`src/rtl/unidade_mult_div.sv`:
```
// unidade_mult_div: iterative MULT/MULTU/DIV/DIVU unit, one bit per clock; divide built only with MULTDIV_DIV_EN
module unidade_mult_div #(
  parameter int WIDTH = 32
) (
  input  logic             clock,
  input  logic             reset_n,
  input  logic             start,
  input  logic [1:0]       op,
  input  logic [WIDTH-1:0] operand_a,
  input  logic [WIDTH-1:0] operand_b,
  output logic             busy,
  output logic             done,
  output logic [WIDTH-1:0] hi,
  output logic [WIDTH-1:0] lo,
  output logic             div_by_zero
);
  typedef enum logic [1:0] {IDLE, CALC, SIGN} state_t;
  state_t state, state_n;
  logic [5:0] cnt;
  logic neg_q, accept, zero_div;
  logic [WIDTH-1:0] m, abs_a, abs_b;
  logic [WIDTH:0] sum;
  logic [2*WIDTH-1:0] acc, acc_n, mul_res, res;
`ifdef MULTDIV_DIV_EN
  logic div_q, nrem_q, zero_q, no_borrow;
  logic [WIDTH-1:0] diff, quo, rem;
  assign accept = start && state == IDLE;
  assign zero_div = op[1] && operand_b == '0;
`else
  assign accept = start && state == IDLE && !op[1];
  assign zero_div = 1'b0;
  assign div_by_zero = 1'b0;
`endif
  assign busy = state != IDLE;
  assign abs_a = (op[0] && operand_a[WIDTH-1]) ? -operand_a : operand_a;
  assign abs_b = (op[0] && operand_b[WIDTH-1]) ? -operand_b : operand_b;
  // state register
  always_ff @(posedge clock or negedge reset_n)
    if (!reset_n) state <= IDLE;
    else state <= state_n;
  // next state: a zero divisor skips straight to the write-back state
  always_comb begin
    state_n = (state == IDLE && accept) ? (zero_div ? SIGN : CALC) :
              (state == CALC && cnt == 6'(WIDTH-1)) ? SIGN :
              (state == SIGN) ? IDLE : state;
  end
  // one iteration: shift-add multiply (LSB first) or restoring divide step
  always_comb begin
    sum = {1'b0, acc[2*WIDTH-1:WIDTH]} + {1'b0, acc[0] ? m : {WIDTH{1'b0}}};
    acc_n = {sum, acc[WIDTH-1:1]};
`ifdef MULTDIV_DIV_EN
    diff = acc[2*WIDTH-2:WIDTH-1] - m;
    no_borrow = acc[2*WIDTH-1] | (acc[2*WIDTH-2:WIDTH-1] >= m);
    acc_n = div_q ? {no_borrow ? diff : acc[2*WIDTH-2:WIDTH-1], acc[WIDTH-2:0], no_borrow} : acc_n;
`endif
  end
  // sign correction of the magnitude result; a zero divide passes the preloaded pair through
  always_comb begin
    mul_res = neg_q ? -acc : acc;
    res = mul_res;
`ifdef MULTDIV_DIV_EN
    rem = nrem_q ? -acc[2*WIDTH-1:WIDTH] : acc[2*WIDTH-1:WIDTH];
    quo = neg_q ? -acc[WIDTH-1:0] : acc[WIDTH-1:0];
    res = zero_q ? acc : div_q ? {rem, quo} : mul_res;
`endif
  end
  // datapath and registered outputs
  always_ff @(posedge clock or negedge reset_n)
    if (!reset_n) begin
      cnt <= '0;
      neg_q <= 1'b0;
      m <= '0;
      acc <= '0;
      hi <= '0;
      lo <= '0;
      done <= 1'b0;
`ifdef MULTDIV_DIV_EN
      div_q <= 1'b0;
      nrem_q <= 1'b0;
      zero_q <= 1'b0;
      div_by_zero <= 1'b0;
`endif
    end else begin
      done <= 1'b0;
      if (accept) begin
        cnt <= '0;
        neg_q <= op[0] & (operand_a[WIDTH-1] ^ operand_b[WIDTH-1]);
        m <= op[1] ? abs_b : abs_a;
        acc <= zero_div ? {operand_a, {WIDTH{1'b1}}} : {{WIDTH{1'b0}}, op[1] ? abs_a : abs_b};
`ifdef MULTDIV_DIV_EN
        div_q <= op[1];
        nrem_q <= op[0] & operand_a[WIDTH-1];
        zero_q <= zero_div;
        div_by_zero <= 1'b0;
`endif
      end else if (state == CALC) begin
        acc <= acc_n;
        cnt <= cnt + 6'd1;
      end else if (state == SIGN) begin
        {hi, lo} <= res;
        done <= 1'b1;
`ifdef MULTDIV_DIV_EN
        div_by_zero <= zero_q;
`endif
      end
    end
endmodule

```
`config.mk`:
```
export PLATFORM = sky130hd
export DESIGN_NAME = unidade_mult_div
export DESIGN_NICKNAME = d
export VERILOG_FILES = /design/src/rtl/unidade_mult_div.sv
export SDC_FILE = /design/constraint.sdc
export NUM_CORES = 1
export LEC_CHECK = 0
export BUFFER_PORTS_ARGS = -buffer_cell sky130_fd_sc_hd__buf_2
export CAP_MARGIN = 30
export CORE_MARGIN = 2
export CORE_UTILIZATION = 28
export DETAILED_ROUTE_END_ITERATION = 16
export GPL_TIMING_DRIVEN = 0
export SLEW_MARGIN = 20
export SYNTH_ARGS = -nofsm -noshare
export SYNTH_HDL_FRONTEND = slang
export SYNTH_SLANG_ARGS = --single-unit
export TNS_END_PERCENT = 10
```
`constraint.sdc`:
```
create_clock -name clock -period 4.3 [get_ports clock]
set_input_delay 0.43 -clock clock [delete_from_list [all_inputs] [get_ports clock]]
set_output_delay 0.43 -clock clock [all_outputs]
set_load 0.05 [all_outputs]
```
==> Word level (Yosys, flattened, before mapping) <==
Index checks and enable logic that the tools add are counted.
Widths: inputs -> output; s select.
{ "totals": {"elab_cells": 48, "inputBits": 69, "ff_bits": 170} }
{ "op_classes": {"n_reduce_logical": 12, "muxes": 16, "n_bitwise": 4, "n_eq_ne": 3, "add_sub_neg": 5} }
{ "ops": {"columns": ["cell", "n"], "rows": [
  ["$mux 64", 3],
  ["$mux 32", 5],
  ["$neg 32->32", 2],
  ["$neg 64->64", 1],
  ["$add 32x32->33", 1],
  ["$mux 6", 2],
  ["$add 6x1->6 const B", 1],
  ["$eq 6x5->1 const B", 1],
  ["$logic_and 1x1->1", 6],
  ["$mux 2", 3],
  ["$reduce_bool 2->1", 2],
  ["$mux 1", 3],
  ["$reduce_and 3->1", 1],
  ["$reduce_bool 3->1", 1],
  ["$eq 2x1->1 const B", 1],
  ["$eq 2x2->1 const B", 1],
  ["$logic_not 2->1", 1],
  ["$not 1->1", 2],
  ["$and 1x1->1", 1],
  ["$logic_not 1->1", 1],
  ["$xor 1x1->1", 1]
]} }

==> Depth between registers and ports, before layout <==
Gate-level depths: netlist (run 1).
{ "depth": {"depth_word": 5, "ltp_mapped": 13} }

==> Worst setup path before layout (run 1) <==
No wires, ideal clock.
{ "synth_path": {"kind": "flip-flop to flip-flop", "start": "register acc[0]", "end": "register acc[62]", "path_slack_ps": 1371, "required_ps": 4231, "setup_ps": 69, "arrival_ps": 2860, "path_buffers": 2, "stages_incl_launch_ff": 13, "path_cell_list": "dfrtp_1 > clkbuf_1 > clkbuf_1 > and2_1 > ha_1 > o211ai_1 > o21a_1 > o211ai_1 > o31ai_1 > o21ai_1 > o31ai_1 > or4_1 > nand3_1"} }
{ "synth_via": {"elab_chain_len": 4} }
{ "synth_lines": {"columns": ["element", "line_no", "rtl"], "rows": [
  ["from (decl)", "23", "logic [2*WIDTH-1:0] acc, acc_n, mul_res, res;"],
  ["from (signal assigned)", "89", "acc <= zero_div ? {operand_a, {WIDTH{1'b1}}} : {{WIDTH{1'b0}}, op[1] ? abs_a : abs_b};"],
  ["from (signal assigned)", "97", "acc <= acc_n;"],
  ["$mux 32", "49", "sum = {1'b0, acc[2*WIDTH-1:WIDTH]} + {1'b0, acc[0] ? m : {WIDTH{1'b0}}};"],
  ["$add 32x32->33", "49", null],
  ["$mux 64", "96", "end else if (state == CALC) begin"],
  ["$mux 64", "85", "if (accept) begin"]
]} }
Every way passes these cells. The select of a mux whose other input is x is not followed.
A chain may end at the register's enable or synchronous reset.

==> Final worst setup path (run 1) <==
{ "layout_path": {"start": "register acc[0]", "end": "register acc[58]"} }
The elaborated chain is that of the path after synthesis.

==> impl_metrics.yaml, run 1 <==
sta:
  post-route-period-util_pct: 88.8
  tightest_slew_ps: 757
  layout_min_cycle_time_ps: 3820
  max_freq_ghz: 0.262
  finalClockSkew_ps: 6.94
  tns_ps: 0
  setup_violations: 0
  rsz0062_at_grt: "no"
  relSlewSlack_pct: 49.1
  drv_slew: 0
  hold_violations: 0
floorplan:
  die_w_um: 201
  ioPinCount: 136
  initial_core_util_pct: 28.2
  die-height_um: 201
  die_area_um2: 40400
  fp-row-count: 72
  core_region_area_um2: 38500
grt:
  grt.overflow.total: 0
  grt_max_degree: 101
  grt_pass1_wl_um: 54300
  antenna_found_initial: 3
  grt_pass1_vias: 9679
  grt_use_total_pct: 16.9
detailed_routing:
  wl_um: 34000
  first_iter_violations: 743
  vias: 9745
  drc: 0
  route.detailed.wl_per_inst_um: 17.4
  ant_nets: 0
  vias_per_cell: 4.99
  drt_first_pass_iters: 8
job:
  maxCapViolCount: 0
clock_network:
  htreeDepth: 4
  cts.clk_slew.worst_paths_ps: 70
  clock_path_buffers: 2
  cts_tree: "yes"
  cts.sinks: 170
  cts_root_buf: "clkbuf_16"
  post_cts_buffers: 0
  cts_made_buffers: 17
  clkLatencyLatePin_ps: 440
finish:
  fin_nets: 1527
  final_area_um2: 12900
  layout_commonest_cell: "nand2_1"
  layout_common_cells: "nand2_1 (186), o21ai_0 (175), dfrtp_1 (170), buf_2 (131), xor2_1 (102)"
  drive_above_1_share_pct: 13.3
  post-route-util_pct: 33.6
  final_cells: 1953
  area_growth_pct: 18.9
hold_path:
  hold_class: "in -> reg"
  hold_depth: 3
setup_path:
  cp.required_ps: 4610
  cpPeakStageDelay_ps: 460
  worstPathCellList: "clkbuf_1, clkbuf_1, and2_1, ha_1, a21oi_1, o21a_1, o211ai_1, o31ai_1, o21ai_1, o31ai_1, xor2_1, o21ai_0"
  slowest_stage: "clkbuf_1"
  crit_fanout: 10
  cp-start-kind: "register"
  r2r_cells: 12
  critPathCaptureType: "register"
  arrival_ps: 4130
  crit_type: "reg -> reg"
logic_synthesis:
  syn_inst: 1268
  synth-seq-area-share_pct: 39.2
  synth.avg_cell_area_um2: 8.57
  synth_warnings: 0
  ys_ff_latch: 170
  synth_fp_nets: 1374
  netlist_area_um2: 10900
  synthFlopType: "dfrtp_1"
  async_flop_share_pct: 100
  synthDistinctLibCells: 69
  synth_edf_count: 0
placed_design:
  gp_congestion: 0.975
  io_buffers: 132
  dp_hpwl_um: 27200
  place_area_um2: 12200
  dp.cells: 1919
status:
  status: "finished, final reports clean"
power:
  seqPwrFrac_pct: 31.0
  pwr-share-comb_pct: 50.8
  powerDensity_nw_per_um2: 768
  ir_worst_vdd_mv: 0.331
  total_power_uw: 9920
  clkPwrFrac_pct: 18.2
  p_int_uw: 5120
  swShare_pct: 48.4
  leakage_uw: 0.00561
  power_switching_uw: 4800
[Yosys cell counts, drive strengths merged, types with 10 or more instances]
cell type  count  area (um^2)
or3           10         62.6
xnor2         48          420
nor4          12         75.1
o41ai         10          118
clkbuf        66          269
a21o          13         97.6
nor2          69          259
o21bai        10         75.1
o21ai        181          906
nand3         34          175
and2          39          244
a21oi         56          280
ha            36          450
a31oi         14         87.6
inv           20         75.1
or4           14          116
a22oi         25          188
nand2        186          698
nand4         19          119
dfrtp        170         4250
o31ai         38          290
xor2         102          893
nor3          23          120
[registers in the layout (all words and copies together) (netlist names)]
signal	cells
hi	32
neg_q	1
m	32
state	2
cnt	6
done	1
acc	64
lo	32
[critical path, delay by kind of cell (launching register included)]
family / cells / cell delay [ps]
AND/OR/NAND/NOR: 1 / 230
flip-flops: 1 / 320
buffers and inverters: 2 / 750
adder cells (fa/ha/maj): 1 / 290
XOR/XNOR: 1 / 220
AO/OA/AOI/OAI: 7 / 1860
[power groups by stage]
stage / logic (uW) / clock network [uW] / registers (uW)
after detailed placement: 5020 / 0 / 3090
after global routing: 5590 / 1890 / 3180
after global placement: 4960 / 0 / 3060
after CTS: 5040 / 1830 / 3060
final: 5040 / 1800 / 3080
after floorplan: 2970 / 0 / 3610
[area by class of cell]
class	count	area (um^2)
inverters	20	75.1
well taps	518	648
plain buffers	73	323
diodes	1	2.50
clock buffers	19	453
repair buffers	134	708
fillers	4054	25500
flip-flops and latches	170	4250
clock inverters	13	236
multi-input cells	1005	6220
[what timing repair did]
item	in CTS	in global routing
gates resized for setup	0	0
endpoints found under the hold margin	70	0
hold buffers	1	0
[layer usage]
layer | vias up | part of all wire (%) | track usage [%]
met5 | - | 0.088 | 0
met4 | 4 | 2.0 | 5.40
met3 | 48 | 5.3 | 3.39
met2 | 244 | 46 | 26.8
met1 | 4635 | 47 | 23.1
li1 | 4814 | - | -
[worst paths after layout]
kind                               startpoint             endpoint  slack [ps]
setup / recovery           acc[0]$_DFFE_PN0P_  acc[58]$_DFFE_PN0P_         480
hold / removal                  operand_a[31]    m[31]$_DFFE_PN0P_         300
setup reg to reg           acc[0]$_DFFE_PN0P_  acc[58]$_DFFE_PN0P_         480
hold reg to reg             m[28]$_DFFE_PN0P_    m[28]$_DFFE_PN0P_         470
max in group asynchronous             reset_n     m[7]$_DFFE_PN0P_        2880
min in group asynchronous             reset_n    lo[9]$_DFFE_PN0P_         530
[logic make-up (layout without fill, tap and decap cells)]
kind of cell / count (synthesis) / in the layout / share of synthesized area [%]
compound gates: 372 / 372 / 20.6
xor+xnor: 150 / 150 / 12.1
fa+ha+maj: 37 / 37 / 4.33
buf+inv: 93 / 259 / 3.66
flops: 170 / 170 / 39.2
mux: 2 / 2 / 0.184
other cells: 1 / 2 / 0.0345
simple gates: 443 / 443 / 19.9
[per-stage QoR]
step | setup slack, ps | hold slack, ps
2_1_floorplan | 1370 | 134
3_3_place_gp | 237 | 456
3_5_place_dp | 490 | 427
4_1_cts | 480 | 285
5_1_grt | 149 | 308
6_report | 481 | 295
(Power assumes the default switching activity.)
==> inputs of run 2 (changes only) <==
Settings changed: CORE_UTILIZATION 28 to 64, PLACE_DENSITY set to 0.91.
==> run 2 against run 1 <==
Effect of this change: global-route usage increased by 17 points; register-to-register slack lost 110 ps; sequential share of layout area is 1.3 points higher; flip-flop and latch count unchanged; critical path depth did not move; fmax down 2.7%; clock skew rose by 2.4 ps; final area shrank 3.9%; via count up 5.7%; core utilization up 41 points; clock power down 18%; setup slack lost 110 ps.
==> impl_metrics.yaml, run 2 (synthesized netlist as in run 1, its figures left out) <==
floorplan:
  ioPinCount: 136
  die_w_um: 134
  core_region_area_um2: 16600
  die-height_um: 134
  die_area_um2: 18000
  initial_core_util_pct: 65.5
  fp-row-count: 47
sta:
  layout_min_cycle_time_ps: 3930
  hold_violations: 0
  rsz0062_at_grt: "no"
  tns_ps: 0
  drv_slew: 0
  setup_violations: 0
  max_freq_ghz: 0.255
  finalClockSkew_ps: 9.36
  tightest_slew_ps: 1160
  whs_ps: 268
  post-route-period-util_pct: 91.3
  relSlewSlack_pct: 22.5
power:
  powerDensity_nw_per_um2: 776
  total_power_uw: 9640
  ir_worst_vdd_mv: 0.458
  leakage_uw: 0.00554
detailed_routing:
  met1_length_um: 12500
  route.detailed.wl_per_inst_um: 18.2
  drc: 0
  dr.max_layer_used: "met4"
  drt_first_pass_iters: 6
  met2_length_um: 13600
  ant_nets: 0
  first_iter_violations: 1181
  vias: 10300
  dr_wl_met3_um: 2950
  wl_um: 30100
  vias_per_cell: 6.23
setup_path:
  crit_fanout: 10
  cp-start-kind: "register"
  r2r_cells: 12
  arrival_ps: 4220
  critPathCaptureType: "register"
  crit_type: "reg -> reg"
  cp.required_ps: 4590
finish:
  diodes: 0
  drive_above_1_share_pct: 13.2
  fillCellCount: 1196
  layout_commonest_cell: "nand2_1"
  fin_nets: 1527
  largest_register: "acc"
  largest_register_ffs: 64
  area_growth_pct: 14.2
  layout_common_cells: "nand2_1 (186), o21ai_0 (175), dfrtp_1 (170), buf_2 (131), xor2_1 (102)"
placed_design:
  io_buffers: 132
  dp_hpwl_um: 23100
  gp_congestion: 0.979
grt:
  grt_max_degree: 105
  grt_pass1_wl_um: 48700
  grt_use_total_pct: 34.1
  grt_pass1_vias: 9723
  grt.overflow.total: 0
  antenna_found_initial: 0
clock_network:
  clkLatencyLatePin_ps: 440
  cts_made_buffers: 17
  post_cts_buffers: 0
  cts_tree: "yes"
  postCtsHoldBufs: 1
  cts_root_buf: "clkbuf_16"
  htreeDepth: 4
  cts.clk_slew.worst_paths_ps: 70
  clock_path_buffers: 2
  cts.sinks: 170
  ctsResizeCount: 0
job:
  maxCapViolCount: 0
hold_path:
  hold_depth: 3
  hold_class: "in -> reg"
status:
  status: "finished, final reports clean"
-- run 2: metal layers --
metal	global-route usage, %	vias up
met3	7.29	93
met5	0	-
li1	-	4821
met4	13.7	0
met2	53.7	569
met1	46.1	4814
-- run 2: path summary, 6_finish.rpt --
path                                    startpoint                  end  slack (ps)
worst max-delay path            acc[0]$_DFFE_PN0P_  acc[58]$_DFFE_PN0P_         370
worst min-delay path                 operand_a[31]    m[31]$_DFFE_PN0P_         270
worst max register to register  acc[0]$_DFFE_PN0P_  acc[58]$_DFFE_PN0P_         370
worst min register to register   hi[8]$_DFFE_PN0P_    hi[8]$_DFFE_PN0P_         470
max in group asynchronous                  reset_n    lo[9]$_DFFE_PN0P_        2910
min in group asynchronous                  reset_n     m[7]$_DFFE_PN0P_         530
-- run 2: cell type report --
type                    count  area [um^2]  area share [%]
multi-input cells        1005         6210            50.1
flip-flops and latches    170         4250            34.3
repair buffers            134          708            5.71
clock buffers              19          453            3.65
plain buffers              73          323            2.60
well taps                 220          275            2.22
clock inverters            13          111           0.897
inverters                  20         75.1           0.605
-- run 2: per-stage QoR --
step | cells | utilization, % | setup WS (ps) | area (um^2)
floorplan | 1268 | - | 1370 | 10900
global placement | 1620 | 71.2 | 344 | 11800
detailed placement | 1621 | 71.4 | 530 | 11800
CTS | 1654 | 74.9 | 500 | 12400
global route | 1654 | 74.9 | 263 | 12400
finish | 1654 | 74.9 | 373 | 12400
-- run 2: where the power goes --
part	switching [uW]	internal (uW)
combinational	3400	1680
sequential	765	2310
clock	694	784
total	4860	4780
-- run 2: worst max-delay path, cell delays in order (launching register included) --
cell and delay, ps:
dfrtp_1 320, clkbuf_1 470, clkbuf_1 300, and2_1 220, ha_1 280, a21oi_1 220
o21a_1 240, o211ai_1 210, o31ai_1 460, o21ai_1 290, o31ai_1 490, xor2_1 190
o21ai_0 90
